### src/rtl/ps2_pkg.sv
// Shared PS/2 definitions: FSM encoding, frame size, command bytes.
// Used by the host transmitter and the keyboard receive path.
package ps2_pkg;

  typedef logic [2:0] state_t;

  localparam state_t IDLE      = 3'd0;
  localparam state_t INHIBIT   = 3'd1;
  localparam state_t REQ       = 3'd2;
  localparam state_t SHIFT     = 3'd3;
  localparam state_t ACK       = 3'd4;
  localparam state_t WAIT_IDLE = 3'd5;
  localparam state_t DONE      = 3'd6;
  localparam state_t FAIL      = 3'd7;

  localparam int FRAME_BITS = 11;

  localparam logic [7:0] CMD_SET_LEDS = 8'hED;
  localparam logic [7:0] CMD_ECHO     = 8'hEE;
  localparam logic [7:0] CMD_RESET    = 8'hFF;
  localparam logic [7:0] DEV_ACK      = 8'hFA;

  // Bits after the start bit: {stop, odd parity, data}, LSB first.
  function automatic logic [FRAME_BITS-2:0] tx_frame(
    input logic [7:0] d
  );
    return {1'b1, ~^d, d};
  endfunction

endpackage

### src/rtl/ps2_host_tx_if.sv
// Command-side byte handshake and transfer status of the PS/2 host
// transmitter.
interface ps2_host_tx_if;

  logic [7:0] tx_data;
  logic       tx_valid;
  logic       tx_ready;
  logic       busy;
  logic       done;
  logic       err;

  modport master (
    output tx_data,
    output tx_valid,
    input  tx_ready,
    input  busy,
    input  done,
    input  err
  );

  modport slave (
    input  tx_data,
    input  tx_valid,
    output tx_ready,
    output busy,
    output done,
    output err
  );

endinterface

### src/rtl/ps2_line_sync.sv
// Two-flop synchronizer and falling-edge detector for one PS/2 line.
// Flops idle high so reset never fakes an edge.
module ps2_line_sync (
  input  logic clk,
  input  logic rst_n,
  input  logic pad,
  output logic level,
  output logic fall
);

  logic meta;
  logic cur;
  logic prev;

  always_ff @(posedge clk) begin
    if (!rst_n) begin
      meta <= 1'b1;
      cur  <= 1'b1;
      prev <= 1'b1;
    end else begin
      meta <= pad;
      cur  <= meta;
      prev <= cur;
    end
  end

  assign level = cur;
  assign fall  = prev & ~cur;

endmodule

### src/rtl/ps2_host_tx.sv
// PS/2 host-to-device transmitter: inhibits the bus, requests to send,
// then shifts one command frame out on device clock edges.
module ps2_host_tx
  import ps2_pkg::*;
#(
  parameter int INHIBIT_CYCLES = 5000,
  parameter int START_TIMEOUT  = 750000,
  parameter int XFER_TIMEOUT   = 100000
) (
  input  logic         clk,
  input  logic         rst_n,
  ps2_host_tx_if.slave bus,
  input  logic         ps2_clk_in,
  input  logic         ps2_data_in,
  output logic         ps2_clk_oe,
  output logic         ps2_data_oe
);

  localparam int CMAX_A = (INHIBIT_CYCLES > START_TIMEOUT) ?
                          INHIBIT_CYCLES : START_TIMEOUT;
  localparam int CMAX   = (CMAX_A > XFER_TIMEOUT) ?
                          CMAX_A : XFER_TIMEOUT;
  localparam int CW     = $clog2(CMAX + 1);

  localparam logic [CW-1:0] INH_LAST   = CW'(INHIBIT_CYCLES - 1);
  localparam logic [CW-1:0] INH_PRE    =
    CW'((INHIBIT_CYCLES > 1) ? INHIBIT_CYCLES - 2 : 0);
  localparam logic [CW-1:0] START_LAST = CW'(START_TIMEOUT - 1);
  localparam logic [CW-1:0] XFER_LAST  = CW'(XFER_TIMEOUT - 1);
  localparam logic [3:0]    LAST_SHIFT = 4'(FRAME_BITS - 2);

  state_t                  state;
  logic [CW-1:0]           cnt;
  logic [CW-1:0]           cnt_inc;
  logic [3:0]              bit_cnt;
  logic [FRAME_BITS-2:0]   shreg;
  logic                    clk_oe;
  logic                    data_oe;
  logic                    done_q;
  logic                    err_q;

  logic clk_lvl;
  logic clk_fall;
  logic data_lvl;
  logic unused_data_fall;

  logic in_xfer;
  logic tmo;
  logic nack;
  logic idle_ok;

  ps2_line_sync u_clk_sync (
    .clk   (clk),
    .rst_n (rst_n),
    .pad   (ps2_clk_in),
    .level (clk_lvl),
    .fall  (clk_fall)
  );

  ps2_line_sync u_data_sync (
    .clk   (clk),
    .rst_n (rst_n),
    .pad   (ps2_data_in),
    .level (data_lvl),
    .fall  (unused_data_fall)
  );

  assign cnt_inc = (cnt == '1) ? cnt : cnt + 1'b1;

  assign in_xfer = (state == SHIFT) || (state == ACK) ||
                   (state == WAIT_IDLE);

  // Timeout is checked ahead of any edge so it wins a tie.
  assign tmo  = ((state == REQ) && (cnt == START_LAST)) ||
                (in_xfer && (cnt == XFER_LAST));
  assign nack = (state == ACK) && clk_fall && data_lvl;

  assign idle_ok = (state == WAIT_IDLE) && clk_lvl && data_lvl;

  always_ff @(posedge clk) begin
    if (!rst_n) begin
      state   <= IDLE;
      cnt     <= '0;
      bit_cnt <= '0;
      shreg   <= '0;
      clk_oe  <= 1'b0;
      data_oe <= 1'b0;
      done_q  <= 1'b0;
      err_q   <= 1'b0;
    end else begin
      done_q <= 1'b0;
      err_q  <= 1'b0;
      if (tmo || nack) begin
        state   <= FAIL;
        clk_oe  <= 1'b0;
        data_oe <= 1'b0;
        done_q  <= 1'b1;
        err_q   <= 1'b1;
      end else begin
        unique case (state)
          IDLE: begin
            if (bus.tx_valid) begin
              shreg   <= tx_frame(bus.tx_data);
              cnt     <= '0;
              clk_oe  <= 1'b1;
              data_oe <= (INHIBIT_CYCLES <= 1);
              state   <= INHIBIT;
            end
          end
          INHIBIT: begin
            cnt <= cnt_inc;
            // Start bit goes low one cycle before the clock release.
            if (cnt == INH_PRE) begin
              data_oe <= 1'b1;
            end
            if (cnt == INH_LAST) begin
              clk_oe  <= 1'b0;
              data_oe <= 1'b1;
              cnt     <= '0;
              state   <= REQ;
            end
          end
          REQ: begin
            cnt <= cnt_inc;
            if (clk_fall) begin
              data_oe <= ~shreg[0];
              bit_cnt <= 4'd1;
              cnt     <= '0;
              state   <= SHIFT;
            end
          end
          SHIFT: begin
            cnt <= cnt_inc;
            if (clk_fall) begin
              data_oe <= ~shreg[bit_cnt];
              bit_cnt <= bit_cnt + 4'd1;
              if (bit_cnt == LAST_SHIFT) begin
                state <= ACK;
              end
            end
          end
          ACK: begin
            cnt <= cnt_inc;
            if (clk_fall) begin
              state <= WAIT_IDLE;
            end
          end
          WAIT_IDLE: begin
            cnt <= cnt_inc;
            if (idle_ok) begin
              state  <= DONE;
              done_q <= 1'b1;
            end
          end
          DONE: state <= IDLE;
          FAIL: state <= IDLE;
          default: state <= IDLE;
        endcase
      end
    end
  end

  assign ps2_clk_oe   = clk_oe;
  assign ps2_data_oe  = data_oe;
  assign bus.tx_ready = (state == IDLE);
  assign bus.busy     = (state != IDLE);
  assign bus.done     = done_q;
  assign bus.err      = err_q;

endmodule

### src/flat_wrapper.sv
// flat-port wrapper written by rule: the top's interface ports become plain ports
module ps2_host_tx_flat import ps2_pkg::*;
#(
  parameter int INHIBIT_CYCLES = 5000,
  parameter int START_TIMEOUT  = 750000,
  parameter int XFER_TIMEOUT   = 100000
)
  (clk, rst_n, ps2_clk_in, ps2_data_in, ps2_clk_oe, ps2_data_oe, bus_tx_data, bus_tx_valid, bus_tx_ready, bus_busy, bus_done, bus_err);
  ps2_host_tx_if bus_i ();
  input  logic clk;
  input  logic rst_n;
  input  logic ps2_clk_in;
  input  logic ps2_data_in;
  output logic ps2_clk_oe;
  output logic ps2_data_oe;
  input wire logic [$bits(bus_i.tx_data)-1:0] bus_tx_data;
  input wire logic [$bits(bus_i.tx_valid)-1:0] bus_tx_valid;
  output wire logic [$bits(bus_i.tx_ready)-1:0] bus_tx_ready;
  output wire logic [$bits(bus_i.busy)-1:0] bus_busy;
  output wire logic [$bits(bus_i.done)-1:0] bus_done;
  output wire logic [$bits(bus_i.err)-1:0] bus_err;
  assign bus_i.tx_data = bus_tx_data;
  assign bus_i.tx_valid = bus_tx_valid;
  assign bus_tx_ready = bus_i.tx_ready;
  assign bus_busy = bus_i.busy;
  assign bus_done = bus_i.done;
  assign bus_err = bus_i.err;
  ps2_host_tx #(.INHIBIT_CYCLES(INHIBIT_CYCLES), .START_TIMEOUT(START_TIMEOUT), .XFER_TIMEOUT(XFER_TIMEOUT)) u_core (.clk(clk), .rst_n(rst_n), .bus(bus_i), .ps2_clk_in(ps2_clk_in), .ps2_data_in(ps2_data_in), .ps2_clk_oe(ps2_clk_oe), .ps2_data_oe(ps2_data_oe));
endmodule
### config.mk
export PLATFORM = sky130hd
export DESIGN_NAME = ps2_host_tx_flat
export DESIGN_NICKNAME = d
export VERILOG_FILES = /design/src/rtl/ps2_pkg.sv /design/src/rtl/ps2_host_tx_if.sv /design/src/rtl/ps2_line_sync.sv /design/src/rtl/ps2_host_tx.sv /design/src/flat_wrapper.sv
export SDC_FILE = /design/constraint.sdc
export NUM_CORES = 1
export LEC_CHECK = 0
export ABC_AREA = 1
export CORE_ASPECT_RATIO = 1.2
export CORE_UTILIZATION = 45
export CTS_CLUSTER_SIZE = 16
export DETAILED_ROUTE_END_ITERATION = 6
export PLACE_DENSITY_LB_ADDON = 0.1
export SETUP_SLACK_MARGIN = 0.02
export SYNTH_ARGS = -nofsm -noshare
export SYNTH_HDL_FRONTEND = slang
export SYNTH_HIERARCHICAL = 1
export SYNTH_SLANG_ARGS = --single-unit
### constraint.sdc
create_clock -name clk -period 2.2 [get_ports clk]
set_input_delay 0.44 -clock clk [delete_from_list [all_inputs] [get_ports clk]]
set_output_delay 0.44 -clock clk [all_outputs]
set_load 0.005 [all_outputs]
-- Yosys cells after proc, flatten, opt, wreduce, memory -nomap -nowiden
Index checks and enable logic that the tools add are counted.
Widths: inputs -> output; s select.
- register bits: 46
- input port bits: 13
- output and inout bits: 6
- word-level logic and storage cells: 105
- add/sub/neg operators: 2
- magnitude comparators: 1
- equality and inequality tests: 25
- mux-type cells: 32
- bitwise gates (word level): 6
- reduce and logical (&&, ||, !) cells: 26
- operator list (cell ; number):
    $mux 20 ; 4
    $pmux 20 s4 ; 1
    $eq 20x13->1 const B ; 2
    $eq 20x20->1 const B ; 2
    $mux 3 ; 8
    $pmux 3 s7 ; 1
    $add 20x1->20 const B ; 1
    $eq 20x17->1 const B ; 1
    $ne 3x2->1 const B ; 5
    $eq 3x3->1 const B ; 4
    $mux 1 ; 12
    $reduce_and 3->1 ; 3
    $mux 4 ; 2
    $pmux 4 s2 ; 1
    $reduce_bool 4->1 ; 2
    $reduce_xnor 8->1 ; 1
    $reduce_and 7->1 ; 1
    $eq 3x2->1 const B ; 2
    $logic_and 1x1->1 ; 6
    $ne 2x1->1 const B ; 3
    $ne 3x1->1 const B ; 2
    $lt 4x5->1 const B ; 1
    $not 1->1 ; 5
    $reduce_and 5->1 ; 1
    other kinds (16) ; 21

-- Longest topological paths before layout
Gate-level depths: netlist of run 1.
- word-level depth: 8
- gate-level depth with buffers: 12
- mapped depth without buffers: 12

-- Cells and area by module
Netlist of run 1, hierarchy kept.
- by module, submodules not included (module ; instances ; cells an instance ; area each (um2) ; seq. area each (um2)):
    ps2_host_tx ; 1 ; 483 ; 3036.7 ; 820.8
    ps2_line_sync ; 2 ; 11 ; 90.1 ; 60.1

-- Least setup slack after synthesis of run 1
Ideal clock, no wire load.
- path type: register to register
- start: register u_core.cnt[0]
- end: register u_core.cnt[10]
- data arrival time: 1.554 ns
- path slack: 0.514 ns
- cell stages (with the launch flop): 13
- clock period less this slack: 1.686 ns
- path through: dfxtp_1 ha_1 nand3_2 clkinv_1 nand2_2 nor2_4 nand2_4 nand3_4 nor2_8 buf_6 nand2_1 nand2_1 a21oi_2
- cells in the longest elaborated chain, start to end: 6
- elaborated cells between the ends (all ways): 15
- RTL lines (element ; line ; RTL):
    start, declared ; ps2_host_tx.sv:33 ; logic [CW-1:0] cnt;
    start signal, assigned ; ps2_host_tx.sv:111 ; cnt <= cnt_inc;
    start signal, assigned ; ps2_host_tx.sv:124 ; cnt <= cnt_inc;
    start signal, assigned ; ps2_host_tx.sv:133 ; cnt <= cnt_inc;
    branches (longest 6 deep; another with $add 20x1->20) ; n/a ;
Parallel ways; which one is timed is not known.
A chain may end at the register's enable or synchronous reset.

-- Worst setup path in the final report of run 1
- start: register u_core.state[2]
- end: output bus_busy
- cells in the longest elaborated chain, start to end: 1
- RTL lines (element ; line ; RTL):
    start, declared ; ps2_host_tx.sv:32 ; state_t state;
    start signal, assigned ; ps2_host_tx.sv:82 ; state <= IDLE;
    start signal, assigned ; ps2_host_tx.sv:94 ; state <= FAIL;
    start signal, assigned ; ps2_host_tx.sv:107 ; state <= INHIBIT;
    $reduce_bool 3->1 ; ps2_host_tx.sv:166 ; assign bus.busy = (state != IDLE);
    end, declared ; flat_wrapper.sv:19 ; output wire logic [$bits(bus_i.busy)-1:0] bus_busy;
No other way between the ends.

==> reports/results.tsv, run 1 <==
metric	value	unit
cell count after synthesis	500	
Post-route DRC	0	
max-slew violation count	0	
# Post-CTS Setup Buffers	0	
Final HPWL DP	6220	microns
# nets final	536	
slowest stage delay, CP	0.66	ns
largest net degree at the start of global routing	23	
CTS tree	built	
# IOs	19	
DIE WIDTH	78.8	microns
status	completed	
WP buf/inv	2	
Cell Int Power	1.60	mW
CORE AREA	6850	sq um
Worst Hold Margin	0.411	ns
# diodes	0	
crit-path cells	nor3_4 -> inv_2 -> clkdlybuf4s50_1	
Critical Path AT	1.61	ns
DR iter-0 viols	139	
max cap viols	0	
Std-Cell Rows	33	
cts hold-fix bufs	0	
Finished Core Util	51.3	%
Initial DRT Pass Iterations	7	
GR Overflow Total	0	
R2R setup slack	0.23	ns
Max clock buf depth	2	
clock group share of total power	19.4	%
Clock transition at path regs	0.09	ns
Tmin final	2.05	ns
total global-route track usage	24.2	%
vias in the first global route	3003	
Avg Vias per Cell	5.11	
sw frac	41.2	%
Design Power	2.72	mW
Synth Warn #	6	
Mapped Area	3180	sq um
DR vias	3101	
worst skew pair latency	0.30	ns
die area	7410	sq um
RSZ-0062 raised after global routing	false	
max_slew headroom	65.4	%
Crit Path Max Fanout	10	
Logic pwr share	41.3	%
P_sw	1.12	mW
setup TNS	0	ns
Initial Utilization	46.4	%
part of the power in registers	39.4	%
CP max stage cell	dfxtp_1	
Die Ht	94.1	microns
Max VDD drop	548	uV
Final ANT Viol Nets	0	
post-cts repair resize count	0	
CP Class	reg -> out	
first-pass GRT wire length	13700	microns
Synth-to-Final Area Change	10.5	%
final hold violation count	0	
startpoint types	flip-flop	
CTS root buf	clkbuf_8	
Critical Path RT	1.76	ns
Fillers	749	
maximum clock rate	488	MHz
Net Count, Synth	517	
Routed wire per std cell	13.5	microns
final setup vio count	0	
Power Dens Cells	772	nW/um^2
CP endpoint kind	output pin	
routability congestion estimate from global placement	0.973	
crit-path leading delay family	flip-flops	
Min-Delay Path Class	reg -> reg	
worst clock skew	0.00713	ns
CTS H-tree depth	2	
I/O Buffers	18	
Routed WL	8190	microns
Clock Sinks	46	
layout cells sized above 1	13.7	%
Num CTS Buffers	5	
leakage power	1.52	nW
syn avg cell area	6.36	sq um
Tcrit/Tclk final	93.2	%
initial antenna violation count	0	
worst slew pin tran	0.519	ns
## power by group through the flow
stage	combinational, mW	sequential (mW)	clock (mW)
after floorplan	0.916	1.02	0
after detailed placement	1.12	1.09	0
after global placement	1.09	1.09	0
after CTS	1.13	1.07	0.561
after global routing	1.26	1.08	0.584
final	1.12	1.07	0.526
## final timing paths
path                                         startpoint                       end  cells past startpoint
worst max-delay path                    u_core/state[2]                  bus_busy                      3
worst min-delay path            u_core/u_data_sync/meta  u_core/u_data_sync/level                      2
worst max register to register          u_core/state[1]            u_core/cnt[18]                     10
worst min register to register  u_core/u_data_sync/meta  u_core/u_data_sync/level                      2
## stage by stage
stage | instance area (sq um) | instances | setup slack, ns
after global placement | 3430 | 599 | 0.256
after detailed placement | 3430 | 599 | 0.174
after CTS | 3520 | 607 | 0.134
after global routing | 3520 | 607 | 0.0222
after floorplan | 3180 | 500 | 0.514
final | 3520 | 607 | 0.151
## registers in the layout (all words and copies together), names as in the netlist
| name | cells |
|---|---|
| u_core/shreg | 10 |
| u_core/state | 3 |
| u_core/ps2_clk_oe | 1 |
| u_core/bus.err | 1 |
| u_core/u_clk_sync/level | 1 |
| u_core/bus.done | 1 |
| u_core/u_data_sync/meta | 1 |
| u_core/bit_cnt | 4 |
| u_core/u_clk_sync/meta | 1 |
| u_core/u_clk_sync/prev | 1 |
| u_core/cnt | 20 |
| u_core/ps2_data_oe | 1 |
| u_core/u_data_sync/level | 1 |
## final cells by class
class	count	area [sq um]	area share, %
tap	87	109	3.10
clock inverter	2	13.8	0.391
multi-input combinational	371	1910	54.2
sequential	46	921	26.2
timing repair buffer	24	225	6.41
inverter	71	269	7.65
clock buffer	6	72.6	2.06
## metal layers
layer	global-route usage [%]	up-vias	share of wire (%)
li1	-	1611	-
met1	27.3	1416	43
met2	45.1	59	52
met3	3.59	15	2.6
met4	9.26	0	2.3
met5	0	-	0
## layout by cell type (no fill, tap or decap), types with 5 or more instances in the layout
cell type,count
clkbuf_8,5
xnor2_1,7
nor2_1,70
nor2_4,6
o21ai_0,15
clkdlybuf4s50_1,18
nand2_1,138
nor3_1,6
nand3_1,37
dfxtp_1,46
nor2_2,10
inv_1,51
a21oi_1,25
buf_4,6
nand4_1,10
xor2_1,6
inv_2,15
nand2_2,8
## worst register-to-register path, cell delays in order (launching register included)
cell and delay (ns):
dfxtp_1 0.62, nand2_2 0.12, nor2_4 0.14, inv_2 0.08, nand2_1 0.16, a21oi_1 0.08
nand2_2 0.21, inv_2 0.07, nor2_2 0.22, nand2_1 0.08, a21oi_1 0.13
Power figures use the tool's default switching activity.
==> inputs of run 2 (changes only) <==
- CORE_UTILIZATION: 45 -> 55
- SETUP_SLACK_MARGIN: 0.02 -> not set
==> run 2 against run 1 <==
Compared with the run above:
- the run now ends with DRC left
- wire length shrank 3.6%
- largest power group unchanged
- via count down 0.35%
- sequential share of layout area rose by 0.10 points
- total power about the same
- utilization rose by 11 points
- flip-flop and latch count unchanged
- clock power increased by 5.3%
==> reports/results.tsv, run 2 (synthesis results as in run 1) <==
metric	value	unit	change
Worst Hold Margin	0.408	ns	was 0.411 ns
post-cts repair resize count	0		unchanged
startpoint types	flip-flop		unchanged
crit-path cells	nor3_4 -> inv_2 -> clkdlybuf4s50_1		unchanged
max cap viols	0		unchanged
max-slew violation count	0		unchanged
leakage power	1.53	nW	was 1.52 nW
Routed WL	7900	microns	was 8190 microns
Post-route DRC	1		was 0
CTS tree	built		unchanged
DR vias	3090		was 3101
Post-Place Worst Slack	0.195	ns	was 0.174 ns
Avg Vias per Cell	5.28		was 5.11
initial antenna violation count	0		unchanged
routability congestion estimate from global placement	0.967		was 0.973
Initial Utilization	56.5	%	was 46.4%
max reg flops	20		unchanged
Tmin final	2.07	ns	was 2.05 ns
RSZ-0062 raised after global routing	false		unchanged
status	finished, violations left		was completed
Initial DRT Pass Iterations	7		unchanged
CP Class	reg -> out		unchanged
largest net degree at the start of global routing	23		unchanged
vias in the first global route	2853		was 3003
Final ANT Viol Nets	0		unchanged
Max VDD drop	680	uV	was 548 uV
final setup vio count	0		unchanged
Clock Sinks	46		unchanged
worst clock skew	0.00502	ns	was 0.00713 ns
Synth-to-Final Area Change	10.1	%	was 10.5%
Min-Delay Path Class	reg -> reg		unchanged
Final HPWL DP	6010	microns	was 6220 microns
crit-path leading delay family	flip-flops		unchanged
Std-Cell Rows	30		was 33
Fillers	575		was 749
final hold violation count	0		unchanged
Max clock buf depth	2		unchanged
Crit Path Max Fanout	10		unchanged
most flop-heavy register	u_core/cnt		unchanged
setup TNS	0	ns	unchanged
Power Dens Cells	775	nW/um^2	was 772 nW/um^2
max_slew headroom	65.0	%	was 65.4%
fin worst setup slack	0.134	ns	was 0.151 ns
CORE AREA	5630	sq um	was 6850 sq um
R2R setup slack	0.23	ns	about the same
worst skew pair latency	0.30	ns	about the same
I/O Buffers	18		unchanged
# diodes	0		unchanged
slowest stage delay, CP	0.66	ns	about the same
CP max stage cell	dfxtp_1		unchanged
die area	6090	sq um	was 7410 sq um
GR Overflow Total	0		unchanged
Tcrit/Tclk final	93.9	%	was 93.2%
total global-route track usage	28.0	%	was 24.2%
DIE WIDTH	71.4	microns	was 78.8 microns
CTS root buf	clkbuf_8		unchanged
cts hold-fix bufs	0		unchanged
most frequent cells in the layout	nand2_1 (138), nor2_1 (70), inv_1 (51), dfxtp_1 (46), nand3_1 (37)		unchanged
DR iter-0 viols	227		was 139
maximum clock rate	484	MHz	was 488 MHz
# IOs	19		unchanged
Critical Path AT	1.63	ns	was 1.61 ns
layout cells sized above 1	14.0	%	was 13.7%
failing checks	DRC		
commonest non-fill, non-tap cell in the layout	nand2_1		unchanged
Die Ht	85.3	microns	was 94.1 microns
Clock transition at path regs	0.09	ns	about the same
CTS H-tree depth	2		unchanged
Num CTS Buffers	5		unchanged
CP endpoint kind	output pin		unchanged
first-pass GRT wire length	13300	microns	was 13700 microns
# nets final	537		was 536
worst slew pin tran	0.525	ns	was 0.519 ns
Top Registers	u_core/cnt: 20 flops, u_core/shreg: 10 flops, u_core/bit_cnt: 4 flops		unchanged
Routed wire per std cell	13.5	microns	about the same
# Post-CTS Setup Buffers	0		unchanged
WP buf/inv	2		unchanged
Critical Path RT	1.76	ns	about the same
-- run 2: where the power goes --
group / total, mW / switching, mW / leakage (nW) / internal [mW]
combinational: 1.09 / 0.680 / 1.11 / 0.414
clock: 0.554 / 0.324 / 0.0447 / 0.230
sequential: 1.07 / 0.115 / 0.375 / 0.952
total: 2.71 / 1.12 / 1.53 / 1.60
-- run 2: final timing paths --
check                                from                        to  cells after the start
setup / recovery          u_core/state[2]                  bus_busy                      3
setup reg to reg            u_core/cnt[1]            u_core/cnt[14]                     11
hold / removal    u_core/u_data_sync/meta  u_core/u_data_sync/level                      2
hold reg to reg   u_core/u_data_sync/meta  u_core/u_data_sync/level                      2
-- run 2: cell type report --
cell class	count	area [sq um]	area share [%]
clock buffer	5	68.8	1.96
clock inverter	3	25.0	0.715
inverter	71	269	7.68
multi-input combinational	371	1910	54.4
sequential	46	921	26.3
tap	64	80.1	2.29
timing repair buffer	25	233	6.65
-- run 2: worst min-delay path: stages, from the launching register on --
cell and delay [ns]:
dfxtp_1 0.32, inv_1 0.03, nand2_1 0.04
-- run 2: layer usage --
metal / vias to the layer above / track usage, % / routed length [microns]
met4: 0 / 9.82 / 197
li1: 1613 / - / -
met1: 1384 / 33.9 / 3360
met2: 74 / 50.3 / 4080
met3: 19 / 3.44 / 265
met5: - / 0 / 0
-- run 2: metrics by stage --
step / utilization (%) / power [mW] / area [sq um] / cells
floorplan: - / 1.93 / 3180 / 500
global placement: 60.5 / 2.16 / 3410 / 577
detailed placement: 60.5 / 2.18 / 3410 / 577
CTS: 62.2 / 2.74 / 3500 / 585
global route: 62.2 / 2.93 / 3500 / 585
finish: 62.2 / 2.71 / 3500 / 585
==> inputs of run 3 (changes only) <==
--- a/config.mk
+++ b/config.mk
@@ -9,3 +9,3 @@
 export CORE_ASPECT_RATIO = 1.2
-export CORE_UTILIZATION = 55
+export CORE_UTILIZATION = 54
 export CTS_CLUSTER_SIZE = 16
==> constraint.sdc (replaced) <==
create_clock -name clk -period 1.81 [get_ports clk]
set_input_delay 0.543 -clock clk [delete_from_list [all_inputs] [get_ports clk]]
set_output_delay 0.543 -clock clk [all_outputs]
set_load 0.005 [all_outputs]
==> run 3 against run 2 <==
Compared with the run above:
- global-route usage fell by 0.054 points
- the flow now finishes without violations
- setup slack lost 0.085 ns
- register-to-register slack worse by 0.13 ns
- largest cell class unchanged
- sequential power grew 19%
- first-iteration DRC count shrank 9.7%
- combinational power is 71% higher
- final cell count grew 11%
==> reports/results.tsv, run 3 (synthesis results as in run 1) <==
metric	value	unit	change
CTS root buf	clkbuf_8		unchanged
R2R setup slack	0.10	ns	was 0.23 ns
max reg flops	20		unchanged
Min-Delay Path Class	reg -> reg		unchanged
clock group share of total power	16.6	%	was 20.4%
Crit Path Max Fanout	4		was 10
startpoint types	flip-flop		unchanged
# nets final	585		was 537
max_slew headroom	73.4	%	was 65.0%
final hold violation count	0		unchanged
most frequent cells in the layout	nand2_1 (133), nor2_1 (66), inv_1 (48), buf_4 (47), dfxtp_1 (36)		was nand2_1 (138), nor2_1 (70), inv_1 (51), dfxtp_1 (46), nand3_1 (37)
first-pass GRT wire length	13600	microns	was 13300 microns
Initial DRT Pass Iterations	5		was 7
total global-route track usage	27.9	%	was 28.0%
met1 Usage GRT	33.3	%	was 33.9%
GR Overflow Total	0		unchanged
most flop-heavy register	u_core/cnt		unchanged
CORE AREA	5670	sq um	was 5630 sq um
DIE WIDTH	72.1	microns	was 71.4 microns
worst clock skew	0.00985	ns	was 0.00502 ns
Design Area, Final	4030	sq um	was 3500 sq um
Cell Int Power	2.25	mW	was 1.60 mW
routability congestion estimate from global placement	0.970		was 0.967
Die Ht	86.1	microns	was 85.3 microns
Critical Path AT	1.22	ns	was 1.63 ns
# IOs	19		unchanged
initial antenna violation count	0		unchanged
Clock Sinks	46		unchanged
# diodes	0		unchanged
Synth-to-Final Area Change	26.7	%	was 10.1%
status	completed		was finished, violations left
Logic pwr share	49.6	%	was 40.3%
met3 Usage GRT	3.41	%	was 3.44%
Post-Place Worst Slack	-0.173	ns	was 0.195 ns
worst slew pin tran	0.396	ns	was 0.525 ns
Finished Core Util	71.1	%	was 62.2%
Max clock buf depth	2		unchanged
max cap viols	0		unchanged
Clock transition at path regs	0.09	ns	about the same
Fillers	475		was 575
Worst Hold Depth	2		unchanged
Max VDD drop	719	uV	was 680 uV
CP Class	reg -> out		unchanged
Routed WL	8650	microns	was 7900 microns
layout cells sized above 1	25.5	%	was 14.0%
Final HPWL DP	6330	microns	was 6010 microns
Initial Utilization	56.1	%	was 56.5%
max-slew violation count	0		unchanged
met2 Usage GRT	49.4	%	was 50.3%
final setup vio count	0		unchanged
worst skew pair latency	0.30	ns	about the same
leakage power	1.78	nW	was 1.53 nW
CTS H-tree depth	2		unchanged
Post-route DRC	0		was 1
Multi-input gate area	2020	sq um	was 1910 sq um
Tcrit/Tclk final	97.3	%	
vias in the first global route	3015		was 2853
Power Dens Cells	930	nW/um^2	was 775 nW/um^2
Reg area	938	sq um	was 921 sq um
I/O Buffers	18		unchanged
maximum clock rate	568	MHz	
placed instance area	3680	sq um	was 3410 sq um
sw frac	40.1	%	was 41.2%
gr busiest metal	met2		unchanged
Avg Vias per Cell	5.18		was 5.28
Std-Cell Rows	30		unchanged
CTS tree	built		unchanged
R2R depth	13		was 11
Design Power	3.75	mW	was 2.71 mW
die area	6200	sq um	was 6090 sq um
Hold EP	u_core/u_data_sync/level		unchanged
Top Registers	u_core/cnt: 20 flops, u_core/shreg: 10 flops, u_core/bit_cnt: 4 flops		unchanged
Tmin final	1.76	ns	
Final ANT Viol Nets	0		unchanged
Num CTS Buffers	5		unchanged
Routed wire per std cell	13.4	microns	was 13.5 microns
largest net degree at the start of global routing	23		unchanged
P_sw	1.50	mW	was 1.12 mW
part of the power in registers	33.8	%	was 39.3%
DR vias	3359		was 3090
Critical Path RT	1.27	ns	was 1.76 ns
Min-Delay Startpoint	u_core/u_data_sync/meta		unchanged
CP endpoint kind	output pin		unchanged
R2R Path End	u_core/cnt[5]		was u_core/cnt[14]
reg2reg start	u_core/cnt[1]		unchanged
DR iter-0 viols	205		was 227
fin worst setup slack	0.0489	ns	was 0.134 ns
commonest non-fill, non-tap cell in the layout	nand2_1		unchanged
-- run 3: power by group through the flow --
stage | Sequential (mW) | Clock, mW | Combinational, mW
after detailed placement | 1.27 | 0 | 1.59
final | 1.27 | 0.624 | 1.86
after CTS | 1.25 | 0.637 | 1.63
after global routing | 1.28 | 0.673 | 2.05
after floorplan | 1.24 | 0 | 1.11
after global placement | 1.27 | 0 | 1.56
-- run 3: worst max-delay path by stage --
stage / startpoint / end / slack, ns / cells after the start
floorplan: u_core/cnt[0] / u_core/cnt[10] / 0.12 / 12
global placement: bus_tx_valid / u_core/cnt[1] / -0.15 / 10
detailed placement: bus_tx_valid / u_core/cnt[1] / -0.17 / 10
CTS: u_core/state[2] / u_core/cnt[14] / -0.0002 / 12
global route: u_core/cnt[16] / u_core/cnt[3] / -0.007 / 9
finish: u_core/state[1] / bus_busy / 0.05 / 3
-- run 3: repair_timing --
action / 4_1_cts / 5_1_grt
pin swaps: 3 / 20
buffers inserted: 2 / 13
gates resized for setup: 6 / 41
cloned: 0 / 1
hold buffers: 0 / 0
endpoints found under the setup margin: 3 / 29
-- run 3: area by class of cell --
type	count	area share [%]
multi-input combinational	372	50.0
sequential	46	23.3
timing repair buffer	72	15.5
inverter	71	6.73
tap	80	2.48
clock buffer	6	1.80
clock inverter	1	0.186
-- run 3: critical path, cell delays in order, from the launching register on --
cell	delay [ns]
dfxtp_4	0.37
nor3_4	0.23
inv_2	0.06
dlygate4sd2_1	0.26
-- run 3: layer usage --
metal  up-vias  wire (microns)
met1      1538            3590
met5         -               0
met2        85            4370
met3        34             269
met4         0             420
li1       1702               -
-- run 3: per-stage QoR --
| stage | hold slack (ns) | std cells | setup TNS, ns |
|---|---|---|---|
| 2_1_floorplan | 0.380 | 500 | 0 |
| 3_3_place_gp | 0.383 | 626 | -1.73 |
| 3_5_place_dp | 0.393 | 626 | -2.20 |
| 4_1_cts | 0.416 | 635 | -0.000197 |
| 5_1_grt | 0.447 | 648 | -0.0103 |
| 6_report | 0.410 | 648 | 0 |
